[src/rtl/processor_fetch_ras.sv]
// Fetch stage: instruction pointer plus a circular return-address stack, so a
// return resolves in a single cycle from the combinational read of stack[top].
module processor_fetch_ras #(
  parameter int                      ADDR_SIZE  = 18,
  parameter int                      RAS_DEPTH  = 8,
  parameter logic [ADDR_SIZE-1:0]    RESET_ADDR = {ADDR_SIZE{1'b0}}
) (
  input  logic                           clock,
  input  logic                           reset,
  input  logic                           no_operation,
  output logic [ADDR_SIZE-1:0]           code_addr,
  input  logic                           call_performed,
  input  logic [ADDR_SIZE-1:0]           ip_to_call,
  input  logic [ADDR_SIZE-1:0]           call_return_addr,
  input  logic                           return_performed,
  input  logic [ADDR_SIZE-1:0]           ip_to_return,
  input  logic                           jump_performed,
  input  logic [ADDR_SIZE-1:0]           ip_to_jump,
  output logic                           no_operation_out,
  output logic [ADDR_SIZE-1:0]           ip_out,
  output logic [ADDR_SIZE-1:0]           ip_plus_one_out,
  output logic [$clog2(RAS_DEPTH):0]     ras_count,
  output logic                           ras_overflow,
  output logic                           ras_underflow
);

  localparam int PTR_W = $clog2(RAS_DEPTH);
  localparam int CNT_W = PTR_W + 1;

  localparam logic [PTR_W-1:0]     PTR_ONE  = PTR_W'(1);
  localparam logic [CNT_W-1:0]     CNT_ONE  = CNT_W'(1);
  localparam logic [CNT_W-1:0]     CNT_ZERO = CNT_W'(0);
  localparam logic [CNT_W-1:0]     CNT_FULL = CNT_W'(RAS_DEPTH);
  localparam logic [ADDR_SIZE-1:0] IP_ONE   = ADDR_SIZE'(1);

  logic [ADDR_SIZE-1:0] ip_q, ip_d;
  logic [PTR_W-1:0]     top_q, top_d;
  logic [CNT_W-1:0]     count_q, count_d;
  logic                 nop_out_q, nop_out_d;
  logic                 overflow_q, overflow_d;
  logic                 underflow_q, underflow_d;

  logic [ADDR_SIZE-1:0] stack_q [RAS_DEPTH];

  logic                 stack_we_s;
  logic [PTR_W-1:0]     stack_waddr_s;
  logic [ADDR_SIZE-1:0] stack_wdata_s;
  logic [ADDR_SIZE-1:0] stack_top_s;
  logic [ADDR_SIZE-1:0] ip_plus_one_s;
  logic                 ras_empty_s;
  logic                 ras_full_s;

  assign stack_top_s   = stack_q[top_q];
  assign ip_plus_one_s = ip_q + IP_ONE;
  assign ras_empty_s   = (count_q == CNT_ZERO);
  assign ras_full_s    = (count_q == CNT_FULL);

  assign code_addr        = ip_q;
  assign ip_out           = ip_q;
  assign ip_plus_one_out  = ip_plus_one_s;
  assign no_operation_out = nop_out_q;
  assign ras_count        = count_q;
  assign ras_overflow     = overflow_q;
  assign ras_underflow    = underflow_q;

  // Next-state: return > call > jump > sequential increment, all gated by stall.
  always_comb begin
    ip_d          = ip_q;
    top_d         = top_q;
    count_d       = count_q;
    overflow_d    = overflow_q;
    underflow_d   = underflow_q;
    stack_we_s    = 1'b0;
    stack_waddr_s = top_q + PTR_ONE;
    stack_wdata_s = call_return_addr;
    nop_out_d     = no_operation | call_performed | return_performed | jump_performed;

    if (no_operation) begin
      ip_d    = ip_q;
      top_d   = top_q;
      count_d = count_q;
    end else if (return_performed) begin
      if (ras_empty_s) begin
        ip_d        = ip_to_return;
        underflow_d = 1'b1;
      end else begin
        ip_d    = stack_top_s;
        top_d   = top_q - PTR_ONE;
        count_d = count_q - CNT_ONE;
      end
    end else if (call_performed) begin
      // A full stack wraps onto its oldest entry, which sits at top+1.
      ip_d       = ip_to_call;
      top_d      = top_q + PTR_ONE;
      stack_we_s = 1'b1;
      if (ras_full_s) begin
        overflow_d = 1'b1;
      end else begin
        count_d = count_q + CNT_ONE;
      end
    end else if (jump_performed) begin
      ip_d = ip_to_jump;
    end else begin
      ip_d = ip_plus_one_s;
    end
  end

  // Control state registers with synchronous reset.
  always_ff @(posedge clock) begin
    if (reset) begin
      ip_q        <= RESET_ADDR;
      top_q       <= {PTR_W{1'b0}};
      count_q     <= CNT_ZERO;
      nop_out_q   <= 1'b0;
      overflow_q  <= 1'b0;
      underflow_q <= 1'b0;
    end else begin
      ip_q        <= ip_d;
      top_q       <= top_d;
      count_q     <= count_d;
      nop_out_q   <= nop_out_d;
      overflow_q  <= overflow_d;
      underflow_q <= underflow_d;
    end
  end

  // Stack storage; contents are meaningless after reset, so it has none.
  always_ff @(posedge clock) begin
    if (stack_we_s && !reset) begin
      stack_q[stack_waddr_s] <= stack_wdata_s;
    end
  end

endmodule
[config.mk]
export PLATFORM = sky130hd
export DESIGN_NAME = processor_fetch_ras
export DESIGN_NICKNAME = d
export VERILOG_FILES = /design/src/rtl/processor_fetch_ras.sv
export SDC_FILE = /design/constraint.sdc
export NUM_CORES = 1
export LEC_CHECK = 0
export CORE_MARGIN = 1
export CORE_UTILIZATION = 57
export DETAILED_ROUTE_END_ITERATION = 10
export MAX_ROUTING_LAYER = met4
export PLACE_DENSITY_LB_ADDON = 0.1
export SLEW_MARGIN = 0
export SYNTH_ARGS = -nofsm -noshare
export SYNTH_HDL_FRONTEND = slang
export SYNTH_SLANG_ARGS = --single-unit
[constraint.sdc]
create_clock -name clock -period 6.5 [get_ports clock]
set_input_delay 0.65 -clock clock [delete_from_list [all_inputs] [get_ports clock]]
set_output_delay 0.65 -clock clock [all_outputs]
set_load 0.05 [all_outputs]
==> flow_summary_export.csv, run 1 <==
group,metric,value,unit
die,start_util,0.582,
synth,synth_edf_count,144,
setup_path,cp.arrival,2980,ps
setup_path,worstPathRequired,5850,ps
synth,yosysWarnings,0,
die,die_h,118,µm
power_and_ir_drop,ir_drop,0.200,mV
outcome,outcome,"finished, final reports clean",
drt,vias,5042,
drt,drc,0,
drt,drt_pass1_iterations,8,
timing,fmax,275,MHz
placement,dp_hpwl,11.7,mm
drt,antenna_left,0,
setup_path,critPathKind,"reg2out",
timing,maxSlewViolCount,0,
placement,gp_congestion,0.877,
layout,fin_nets,719,
synth,synth_cells,511,
timing,finalClockSkew,7.76,ps
timing,tns,0,ps
layout,final_common_cell,"edfxtp_1",
timing,relSlewSlack,0.142,
clock_network,cts_setup_buffers,0,
clock_network,cts_buffers,17,
synth,yosysUniqueCellTypes,54,
clock_network,ctsResizeCount,0,
drt,via_per_inst,6.13,
synth,synth_nets,595,
layout,most-common-layout-cells,"edfxtp_1 (144), clkdlybuf4s50_1 (138), nand2_1 (50)",
power_and_ir_drop,powerDensity,305,nW/µm²
die,design.die.area,13900,µm²
synth,synth_async_sr_flop_share,0,
global_route,grt_pass1_vias,4906,
setup_path,crit_path_top_delay_cell,"clkdlybuf4s50_1",
clock_network,cts.path.max_buffers,2,
synth,yosysTopAreaCell,"edfxtp_1",
synth,synth.avg_cell_area,15.0,µm²
timing,finalCritPeriodShare,0.559,
setup_path,cp_top_family,"buffers and inverters",
setup_path,slowest_delay,840,ps
clock_network,holdBufCountCts,0,
drt,wl_per_cell,21.9,µm
clock_network,cts_tree,"built",
clock_network,worstSkewPairLatency,420,ps
setup_path,crit_path_cell_trace,"ha_1, nand3_1, nor4_1, xor2_1, clkdlybuf4s50_1",
timing,period_minus_slack,3630,ps
synth,yosysTopAreaCellShare,0.564,
drt,drt_iter0_drc,650,
setup_path,worst_setup_path_end_kind,"output pin",
clock_network,clk_pin_slew,60,ps
setup_path,worst-path-buf-inv,1,
placement,pre_cts_slack,2590,ps
setup_path,critPathLaunchType,"flop",
die,io_pins,139,
clock_network,root_buffer,"clkbuf_16",
clock_network,h-tree-depth,4,
placement,io_buffers,138,
layout,area_growth,27.2,%
synth,synth_seq_cells,175,
power_and_ir_drop,p_leak,0.00317,µW
global_route,overflow,0,
timing,rsz0062_at_grt,"false",
die,die_w,118,µm
global_route,antenna_found_initial,0,
timing,worst_pin_slew,1280,ps
synth,ys_seq_area_frac,0.645,
timing,worst_slack,2870,ps
global_route,grt_start_max_net_pins,37,
synth,synthFlopType,"edfxtp_1",
drt,finalWirelength,18.0,mm
die,std_cell_rows,42,
clock_network,cts_sinks,175,
global_route,grt_pass1_wl,28.1,mm
timing,final-setup-viol-count,0,
job,drv_cap,0,
layout,diodes,0,
timing,hold_viol,0,
die,core-area,13200,µm²
synth,synth_area_leaders,"edfxtp_1 (56%), mux4_2 (11%), dfxtp_1 (8.1%)",
min_path,min_path_type,"reg2reg",
global_route,grt.total_usage,0.281,
synth,synth_area,7670,µm²
setup_path,crit_fanout,9,
layout,drive_gt1_frac,0.152,
-- power by group --
group | leakage [µW] | internal [µW] | switching (µW)
clock | 0.000301 | 675 | 395
sequential | 0.00155 | 1250 | 52.0
combinational | 0.00132 | 249 | 360
total | 0.00317 | 2170 | 807
-- sequential cells by signal, indices dropped and copies added (netlist names), named ones only --
signal	count
stack_q	144
top_q	3
code_addr	18
ras_count	4
ras_overflow	1
no_operation_out	1
ras_underflow	1
-- metal layers --
metal  up-vias  wire [µm]  GRT usage
met1      2485       7460      0.376
met2       299       8910      0.428
met4         0        306      0.102
li1       2231          -          -
met3        27       1360     0.0596
met5         -          0          -
-- cells by family after synthesis --
family / Yosys count / synth area share
xor gates and xnor gates: 24 / 0.0284
adders and majority gates: 6 / 0.0108
AOI/OAI and AO/OA: 74 / 0.0705
muxes: 47 / 0.121
DFF: 175 / 0.645
and+or+nand+nor: 130 / 0.0856
buffers and inverters: 55 / 0.0395
-- final cells by class --
type / count / area, µm²
repair buffers: 151 / 1480
fillers: 825 / 3430
clock buffers: 18 / 429
well taps: 176 / 220
clock inverters: 12 / 193
multi-input cells: 281 / 2460
flip-flops and latches: 175 / 4950
inverters: 9 / 33.8
-- final timing paths --
check	start	end	slack (ps)	cells past startpoint
worst max-delay path	code_addr[0]	ip_plus_one_out[14]	2870	5
worst min-delay path	ras_underflow	ras_underflow	490	2
worst max register to register	flop	code_addr[16]	4020	5
worst min register to register	ras_underflow	ras_underflow	490	2
-- worst reg2reg max path, cell delays in order (launching register included) --
cell,delay (ps)
dfxtp_1,880
inv_1,360
nor3_1,680
a22oi_1,220
a21o_1,220
o21ai_1,60
-- synthesized netlist by cell type (all sizes together) (2+ instances only) --
cell and number:
buf 32, nand2 50, a31oi 7, clkbuf 14, edfxtp 144, xor2 10
o211ai 7, nor2 23, nor3 11, nand3 7, nand2b 11, mux4 36
ha 5, a41oi 3, a21oi 17, a22oi 8, dfxtp 31, a21o 2
o21ai 7, a222oi 12, mux2i 7, nand4 6, nor2b 2, inv 9
or2 2, nor4 11, mux2 4, a211oi 4, o221ai 3, xnor2 14
-- through the flow --
step | std cells | hold slack, ps | cell area [µm²] | total power [µW] | util
after floorplan | 511 | 470 | 7670 | 1730 | -
after global placement | 792 | 455 | 9140 | 1920 | 0.693
after detailed placement | 792 | 475 | 9140 | 1930 | 0.693
after CTS | 822 | 491 | 9760 | 2990 | 0.740
after global routing | 822 | 515 | 9760 | 3070 | 0.740
final | 822 | 491 | 9760 | 2980 | 0.740
(Power assumes the default switching activity.)
==> inputs of run 2 (changes only) <==
- CORE_UTILIZATION: 57 -> 48
- clock period: 6.5 -> 3.2 ns (I/O delays scaled with it)
==> run 2 against run 1 <==
Against the previous run: non-clock buffer count increased by 16; clock skew increased by 5.2 ps; wire length increased by 2.9%; utilization decreased by 9.0 points; sequential share of layout area decreased by 1.2 points; worst setup slack got worse by 2700 ps; worst hold slack got worse by 5.1 ps; combinational power increased by 110%; via count decreased by 0.91%; global-route usage decreased by 3.8 points; cell area increased by 2.3%.
==> flow_summary_export.csv, run 2 (same netlist as run 1, synthesis figures left out) <==
group,metric,value,unit
clock_network,cts_sinks,175,
min_path,hold_depth,2,
layout,final_util,0.650,
clock_network,worstSkewPairLatency,420,ps
clock_network,cts_setup_buffers,0,
drt,vias,4996,
timing,worst_pin_slew,731,ps
global_route,grt_start_max_net_pins,33,
job,drv_cap,0,
placement,pre_cts_slack,373,ps
setup_path,slowest_delay,610,ps
timing,fmax,334,MHz
layout,most-common-layout-cells,"edfxtp_1 (144), clkdlybuf4s50_1 (130), nand2_1 (50)",
clock_network,holdBufCountCts,0,
drt,drt_pass1_iterations,5,
setup_path,worstPathRequired,2880,ps
global_route,grt.total_usage,0.243,
setup_path,crit_path_top_delay_cell,"or4_4",
drt,drc,0,
clock_network,clk_pin_slew,70,ps
drt,finalWirelength,18.6,mm
global_route,antenna_found_initial,0,
setup_path,critPathLaunchType,"flop",
min_path,min_path_type,"reg2reg",
clock_network,h-tree-depth,4,
layout,fin_nets,735,
clock_network,root_buffer,"clkbuf_16",
power_and_ir_drop,ir_drop,0.429,mV
timing,relSlewSlack,0.512,
layout,regMostFlops,"stack_q",
placement,dp_hpwl,12.5,mm
setup_path,critPathKind,"reg2out",
setup_path,crit_path_cell_trace,"nand4_4, or4_4, o21a_1, or2_1, dlygate4sd2_1",
global_route,overflow,0,
timing,final-setup-viol-count,0,
power_and_ir_drop,p_leak,0.00338,µW
setup_path,worst_setup_path_end_kind,"output pin",
timing,worst_slack,205,ps
die,std_cell_rows,45,
outcome,outcome,"finished, final reports clean",
timing,period_minus_slack,2990,ps
die,start_util,0.499,
global_route,grt_pass1_wl,27.9,mm
timing,maxSlewViolCount,0,
layout,area_growth,30.2,%
layout,largest_reg_flops,144,
die,design.die.area,16500,µm²
timing,hold_viol,0,
die,core-area,15400,µm²
die,io_pins,139,
clock_network,cts_buffers,17,
layout,final_common_cell,"edfxtp_1",
drt,wl_per_cell,21.2,µm
layout,diodes,0,
clock_network,ctsResizeCount,2,
timing,finalClockSkew,12.9,ps
setup_path,r2r_cells,5,
clock_network,cts_tree,"built",
drt,antenna_left,0,
setup_path,crit_fanout,9,
power_and_ir_drop,powerDensity,611,nW/µm²
die,die_h,128,µm
drt,drt_iter0_drc,327,
timing,rsz0062_at_grt,"false",
layout,drive_gt1_frac,0.176,
placement,gp_congestion,0.919,
setup_path,cp.arrival,2670,ps
die,die_w,128,µm
timing,finalCritPeriodShare,0.936,
drt,via_per_inst,5.72,
clock_network,cts.path.max_buffers,2,
placement,io_buffers,138,
global_route,grt_pass1_vias,4896,
run 2: area by class of cell:
type | count | area [µm²]
Clock buffer | 17 | 425
Timing Repair Buffer | 167 | 1640
Fill cell | 1125 | 5380
Tap cell | 211 | 264
Sequential cell | 175 | 4950
Clock inverter | 14 | 205
Inverter | 9 | 33.8
Multi-Input combinational cell | 281 | 2480
run 2: critical path, delay by kind of cell, from the launching register on:
| family | cells | cell delay (ps) |
|---|---|---|
| AOI/OAI and AO/OA | 1 | 200 |
| buffers and inverters | 1 | 430 |
| DFF | 1 | 540 |
| and+or+nand+nor | 3 | 1080 |
run 2: metal layers:
metal | up-vias | GRT usage | part of all wire
li1 | 2271 | - | -
met1 | 2477 | 0.310 | 0.43
met2 | 223 | 0.387 | 0.48
met3 | 25 | 0.0466 | 0.074
met4 | 0 | 0.0948 | 0.020
met5 | - | - | 0
run 2: stage by stage:
stage                     total power [µW]  instance area [µm²]  hold slack [ps]  cells  setup TNS, ps
final                                 6100                 9990              486    874              0
after global placement                3950                 9340              454    843              0
after CTS                             6150                 9970              484    874              0
after floorplan                       3520                 7680              419    511          -4950
after detailed placement              3960                 9340              466    843              0
after global routing                  6320                 9990              513    874              0
run 2: final timing paths:
path / startpoint / endpoint / slack, ps
setup / recovery: code_addr[4] / ip_plus_one_out[17] / 210
hold / removal: ras_overflow / ras_overflow / 490
setup reg to reg: top_q[0] / stack_q[7][17] / 880
hold reg to reg: ras_overflow / ras_overflow / 490
run 2: power by group:
| part | total [µW] | leakage [µW] | switching, µW | internal [µW] |
|---|---|---|---|---|
| clock | 2190 | 0.000307 | 869 | 1320 |
| sequential | 2630 | 0.00155 | 103 | 2530 |
| combinational | 1280 | 0.00152 | 752 | 525 |
